### src/rtl/deser_8way_pkg.sv
// Shared types and constants for the 8-way serial-to-parallel deserializer.
// DESER8_PARITY_EN adds a ninth even-parity bit per byte.
package deser_8way_pkg;

    localparam int DATA_W = 8;
    localparam int CNT_W  = 4;

`ifdef DESER8_PARITY_EN
    localparam logic [CNT_W-1:0] LAST = 4'd8;
`else
    localparam logic [CNT_W-1:0] LAST = 4'd7;
`endif

    typedef enum logic {
        BUF_EMPTY,
        BUF_FULL
    } buf_state_e;

endpackage

### src/rtl/deser_8way_parity_xor9.sv
// Nine-input XOR reduction used for the byte parity check.
// Only instantiated when DESER8_PARITY_EN is defined.
module parity_xor9 (
    input  logic [8:0] d_i,
    output logic       p_o
);

    assign p_o = ^d_i;

endmodule

### src/rtl/deser_8way.sv
// Serial-to-parallel deserializer: one bit per handshake in, bytes out.
// Build option DESER8_PARITY_EN appends a checked even-parity bit per byte.
module deser_8way
    import deser_8way_pkg::*;
#(
    parameter bit MSB_FIRST = 1'b1
) (
    input  logic              clk,
    input  logic              rst_n,
    input  logic              in_valid,
    input  logic              in_bit,
    input  logic              in_sof,
    output logic              in_ready,
    output logic [DATA_W-1:0] out_data,
    output logic              out_valid,
    input  logic              out_ready,
    output logic              sync_err,
    output logic              par_err
);

    logic [DATA_W-1:0] sr_q, sr_d;
    logic [CNT_W-1:0]  cnt_q, cnt_d;
    logic [DATA_W-1:0] data_q, data_d;
    logic              sync_q, sync_d;
    buf_state_e        state_q, state_d;

    logic              accept;
    logic              consume;
    logic              done;
    logic [DATA_W-1:0] shifted;
    logic [DATA_W-1:0] sof_word;
    logic [DATA_W-1:0] byte_w;

    assign out_valid = (state_q == BUF_FULL);
    assign in_ready  = !(out_valid && !out_ready && cnt_q == LAST);
    assign accept    = in_valid && in_ready;
    assign consume   = out_valid && out_ready;
    assign done      = accept && !in_sof && cnt_q == LAST;

    assign shifted  = MSB_FIRST ? {sr_q[DATA_W-2:0], in_bit}
                                : {in_bit, sr_q[DATA_W-1:1]};
    assign sof_word = MSB_FIRST ? {{(DATA_W-1){1'b0}}, in_bit}
                                : {in_bit, {(DATA_W-1){1'b0}}};

`ifdef DESER8_PARITY_EN
    logic par_q, par_d;
    logic perr;

    // Completing bit is the parity bit; data is already whole in sr_q.
    assign byte_w = sr_q;

    parity_xor9 u_par (
        .d_i({sr_q, in_bit}),
        .p_o(perr)
    );

    always_comb begin
        par_d = par_q;
        if (done) begin
            par_d = perr;
        end
    end

    always_ff @(posedge clk or negedge rst_n) begin
        if (!rst_n) begin
            par_q <= 1'b0;
        end else begin
            par_q <= par_d;
        end
    end

    assign par_err = par_q;
`else
    assign byte_w  = shifted;
    assign par_err = 1'b0;
`endif

    always_comb begin
        sr_d    = sr_q;
        cnt_d   = cnt_q;
        data_d  = data_q;
        sync_d  = 1'b0;
        state_d = state_q;

        if (accept) begin
            if (in_sof) begin
                // Resynchronise: partial byte is dropped.
                sr_d   = sof_word;
                cnt_d  = 4'd1;
                sync_d = (cnt_q != '0);
            end else if (cnt_q == LAST) begin
                sr_d   = '0;
                cnt_d  = '0;
                data_d = byte_w;
            end else begin
                sr_d  = shifted;
                cnt_d = cnt_q + 4'd1;
            end
        end

        unique case (state_q)
            BUF_EMPTY: if (done) state_d = BUF_FULL;
            BUF_FULL:  if (consume && !done) state_d = BUF_EMPTY;
            default:   state_d = BUF_EMPTY;
        endcase
    end

    always_ff @(posedge clk or negedge rst_n) begin
        if (!rst_n) begin
            sr_q    <= '0;
            cnt_q   <= '0;
            data_q  <= '0;
            sync_q  <= 1'b0;
            state_q <= BUF_EMPTY;
        end else begin
            sr_q    <= sr_d;
            cnt_q   <= cnt_d;
            data_q  <= data_d;
            sync_q  <= sync_d;
            state_q <= state_d;
        end
    end

    assign out_data = data_q;
    assign sync_err = sync_q;

endmodule
### config.mk
export PLATFORM = sky130hd
export DESIGN_NAME = deser_8way
export DESIGN_NICKNAME = d
export VERILOG_FILES = /design/src/rtl/deser_8way_pkg.sv /design/src/rtl/deser_8way_parity_xor9.sv /design/src/rtl/deser_8way.sv
export SDC_FILE = /design/constraint.sdc
export NUM_CORES = 1
export LEC_CHECK = 0
export CAP_MARGIN = 15
export CORE_ASPECT_RATIO = 0.7
export CORE_UTILIZATION = 30
export DETAILED_ROUTE_END_ITERATION = 6
export HOLD_SLACK_MARGIN = 0.1
export PLACE_DENSITY = 0.56
export SLEW_MARGIN = 15
export SYNTH_ARGS = -nofsm -noshare
export SYNTH_HDL_FRONTEND = slang
export SYNTH_SLANG_ARGS = --single-unit
### constraint.sdc
create_clock -name clk -period 2.7 [get_ports clk]
set_input_delay 0.54 -clock clk [delete_from_list [all_inputs] [get_ports clk]]
set_output_delay 0.54 -clock clk [all_outputs]
set_load 0.02 [all_outputs]
* Word level (Yosys, flattened, before mapping)
Cells that the tools add are included.
** Operators by class
- Add/subtract/negate cells :: 1
- Equal/unequal tests :: 1
- Multiplexer cells :: 9
- Bitwise gates (word level) :: 2
- Reduce and logical (&&, ||, !) cells :: 13
** Operator list (number)
- 7-bit two-way mux :: 2
- 4-bit two-way mux :: 2
- 1-bit logical AND :: 7
- 4-bit by 1-bit adder with 4-bit output, second input constant :: 1
- 4-bit by 3-bit == test with 1-bit output, second input constant :: 1
- 1-bit logical NOT :: 4
- 1-bit two-way mux :: 4
- 4-bit nonzero test :: 1
- 3-bit AND reduction :: 1
- 1-bit NOT :: 2
- 1-bit case mux with 2 select lines :: 1
** Word-level totals
- Bits in registers :: 21
- Input bits :: 6
- Output and inout bits :: 12

* Longest topological paths before layout
Gate-level depths: netlist (run 1).
- Word-level depth :: 11
- Depth in mapped cells :: 6
- Depth with buffers taken out :: 4

* Worst setup path before layout (run 1)
Ideal clock, no wire load.
- Kind :: reg-to-output
- Start :: register cnt_q[0]
- End :: output port in_ready
- Arrival :: 1.189 ns
- Slack :: 0.971 ns
- Cell stages (with the launch flop) :: 6
- Buffers on the path :: 1
- Path through :: dfrtp_1 ha_1 nand3b_1 clkbuf_1 nor2_1 inv_1
** Between the ends
- Longest elaborated chain between the ends :: 3
** RTL lines
- start, declared :: RTL line deser_8way.sv:22 : logic [CNT_W-1:0] cnt_q, cnt_d;
- start signal, assigned :: RTL line deser_8way.sv:117 : cnt_q <= cnt_d;
- 4-bit by 3-bit == test with 1-bit output :: RTL line deser_8way.sv:35 : assign in_ready = !(out_valid && !out_ready && cnt_q == LAST);
- 1-bit logical AND :: RTL line deser_8way.sv:35
- 1-bit logical NOT :: RTL line deser_8way.sv:35
- end, declared :: RTL line deser_8way.sv:13 : output logic in_ready,
Every way passes these cells.

* Final worst setup path (run 1)
- Start :: input port out_ready
- End :: output port in_ready
** Between the ends
- Longest elaborated chain between the ends :: 4
** RTL lines
- start, declared :: RTL line deser_8way.sv:16 : input logic out_ready,
- 1-bit logical NOT :: RTL line deser_8way.sv:35
- 1-bit logical AND (2 in a row) :: RTL line deser_8way.sv:35
- 1-bit logical NOT :: RTL line deser_8way.sv:35
Every way passes these cells.

==> impl_metrics.toml, run 1 <==
[run_status]
run_status = "finished with violations"
failed_checks = "DRC"

[floorplan]
dieHeight_um = 50.1
chipWidth_um = 70.7
floorplan.initialDensity_pct = 31.4
die_area_um2 = 3540
floorplan.core_area_um2 = 3150
rows = 17
io_count = 18

[worst_hold_path]
holdCritPathClass = "reg -> reg"
min-delay-start = "sr_q[6]"

[power_and_ir_drop]
internal-power_mw = 0.616
power_density_nw_per_um2 = 707
net-switching-power_mw = 0.264
clk_pwr_share_pct = 23.4
power_frac_seq_pct = 46.9
comb_power_share_pct = 29.7
cellLeakagePower_nw = 0.588
total_power_mw = 0.880
swShare_pct = 30.0
worst_ir_drop_vdd_mv = 0.317

[clocking]
clk_lat_worst_skew_ps = 260
tritoncts = "done"
clkTransAtPathRegs_ps = 70
htreeDepth = 1
root_buffer = "sky130_fd_sc_hd__clkbuf_8"
post_cts_resized = 0
cts-hold-fix-buffers = 0
clock_tree.buffer_depth = 2
post-cts-setup-buffers = 0
cts-buffers-inserted = 3
clock_sinks = 21

[timing]
rsz0062_at_grt = "no"
final_min_period_over_clock_period_pct = 88.3
final_hold_viol_count = 0
timing.clock.skew_ps = 7.76
finalMaxSlewViolations = 0
layout_min_cycle_time_ps = 2380
setup_total_negative_slack_ps = 0
setup_violations = 0
fmax_mhz = 420

[finish]
final_net_count = 112
multi_input_comb_area_um2 = 380
share_of_cells_above_drive_strength_1_pct = 15.5
ff_latch_area_um2 = 526
final.fill_count = 306
antennaDiodeCount = 0
syn_to_final_growth_pct = 25.8

[logic_synthesis]
post_synth_instance_area_um2 = 990
postSynthAreaPerCell_um2 = 11.8
yosysMostFrequentCell = "sky130_fd_sc_hd__dfrtp_1"
synth-edff-count = 0
synth-warning-count = 0
synth_unique_cells = 24
async_reset_ff_share_pct = 100
synth_top_area_share_pct = 53.1
synth_seq_area_share_pct = 53.1
synth-seq-cells = 21
yosys-top-cells-area = "sky130_fd_sc_hd__dfrtp_1 53%, sky130_fd_sc_hd__mux2_4 12%, sky130_fd_sc_hd__nand4b_1 5.3%"
synth_fp_nets = 92
synthFlopType = "sky130_fd_sc_hd__dfrtp_1"
synth_top_cells_by_count = "21 x sky130_fd_sc_hd__dfrtp_1, 13 x sky130_fd_sc_hd__inv_1, 8 x sky130_fd_sc_hd__mux2_4"
synth_area_leader_cell = "sky130_fd_sc_hd__dfrtp_1"
postSynthCellCount = 84

[routing]
ant_nets = 0
post_drt_via_cell_ratio = 4.64
detail_route.wl_per_cell_um = 13.0
route.final.wire_length_um = 1830
drt_iter0_drc = 30
route.detailed.drc = 3
first_pass_iters = 6
vias = 654

[worst_setup_path]
worst_setup_path_end_kind = "output port"
path_class = "in -> out"
r2r.worst_path.cells = 5
crit_required_ps = 2160
regToRegStartpoint = "cnt_q[0]"
timing.critical_path.arrival_ps = 1840
crit_path_end = "in_ready"
worst_setup_path_startpoint = "out_ready"
highest_fanout_seen_on_the_critical_path = 4
worst_setup_path_start_kind = "input pin"
rr_endpoint = "out_data[5]"
timing.reg2reg.setup_slack_ps = 800

[grt]
grt_start_max_net_pins = 22
grt_first_pass_wirelength_um = 3140
via_count_of_the_first_global_routing_pass = 646
groute.usage.overall_pct = 11.9
globalRouteOverflowTotal = 0
initial_antenna_violation_count = 0

[place]
portbufs = 16
globalplace.congestion = 0.787
dp_hpwl_um = 1290

[run]
cap_viol_max_count = 0
==> registers in the layout, summed over array words and instances (netlist names) <==
signal	count
sr_q	7
cnt_q	4
out_data	8
out_valid	1
sync_err	1
==> power groups by stage <==
stage | clock [mW] | sequential [mW] | combinational (mW)
after floorplan | 0 | 0.446 | 0.128
after global placement | 0 | 0.415 | 0.257
after detailed placement | 0 | 0.418 | 0.262
after CTS | 0.212 | 0.413 | 0.263
after global routing | 0.231 | 0.420 | 0.287
final | 0.206 | 0.413 | 0.261
==> per-stage QoR <==
step / setup slack (ps) / utilization [%] / hold slack [ps] / cell area, um^2 / std cells
after global routing: 246 / 39.5 / 543 / 1240 / 141
after detailed placement: 301 / 38.1 / 492 / 1200 / 137
after CTS: 304 / 39.5 / 509 / 1240 / 141
after floorplan: 971 / - / 244 / 990 / 84
final: 317 / 39.5 / 506 / 1240 / 141
after global placement: 317 / 38.1 / 492 / 1200 / 137
==> how the worst min path moves through the flow <==
stage,cells past startpoint,to
final,1,out_data[7]
after global routing,1,out_data[7]
after CTS,1,out_data[7]
after detailed placement,1,out_data[7]
after global placement,1,out_data[7]
after floorplan,0,cnt_q[0]
==> cell usage in the layout (no fill, tap or decap), types with 2 or more instances in the layout <==
| cell type | n |
|---|---|
| sky130_fd_sc_hd__mux2i_1 | 4 |
| sky130_fd_sc_hd__nand2b_1 | 2 |
| sky130_fd_sc_hd__mux2_4 | 8 |
| sky130_fd_sc_hd__nand3_1 | 2 |
| sky130_fd_sc_hd__inv_1 | 13 |
| sky130_fd_sc_hd__nand3b_1 | 2 |
| sky130_fd_sc_hd__ha_1 | 2 |
| sky130_fd_sc_hd__nand4b_1 | 6 |
| sky130_fd_sc_hd__clkbuf_8 | 3 |
| sky130_fd_sc_hd__o21a_1 | 2 |
| sky130_fd_sc_hd__dfrtp_1 | 21 |
| sky130_fd_sc_hd__o21ai_0 | 7 |
| sky130_fd_sc_hd__buf_4 | 5 |
| sky130_fd_sc_hd__clkdlybuf4s50_1 | 16 |
==> routing by layer <==
layer,routed length (um),GRT usage (%),up-vias
li1,-,-,319
met1,966,16.8,316
met2,755,17.3,17
met3,101,4.70,2
met4,8,2.00,0
met5,0,0,-
==> final cells by class <==
cell class	instances	area share (%)
multi-input combinational	44	30.6
tap	38	3.82
inverter	13	3.92
timing repair buffer	21	15.9
clock buffer	4	3.62
sequential	21	42.2
==> cells by family after synthesis <==
| logic type | count (synthesis) | share of synthesized area, % |
|---|---|---|
| muxes | 12 | 16.2 |
| AOI/OAI and AO/OA | 12 | 7.08 |
| DFF | 21 | 53.1 |
| adders and majority gates | 2 | 2.53 |
| buffers and inverters | 19 | 8.47 |
| and+or+nand+nor | 17 | 12.3 |
| other | 1 | 0.379 |
==> critical path, stage by stage <==
cell and delay [ps]:
sky130_fd_sc_hd__clkdlybuf4s50_1 440, sky130_fd_sc_hd__nand2b_1 150, sky130_fd_sc_hd__nor2_1 80, sky130_fd_sc_hd__inv_1 50, sky130_fd_sc_hd__clkdlybuf4s50_1 580
(Power assumes the default switching activity.)
==> run 2: changes to the inputs <==
--- a/config.mk
+++ b/config.mk
@@ -5,6 +5,7 @@
 export SDC_FILE = /design/constraint.sdc
 export NUM_CORES = 1
 export LEC_CHECK = 0
+export ABC_CLOCK_PERIOD_IN_PS = 2700
 export CAP_MARGIN = 15
 export CORE_ASPECT_RATIO = 0.7
 export CORE_UTILIZATION = 30
==> results of run 2 <==
The final DEF is identical to that of run 1; final timing and power are the same.
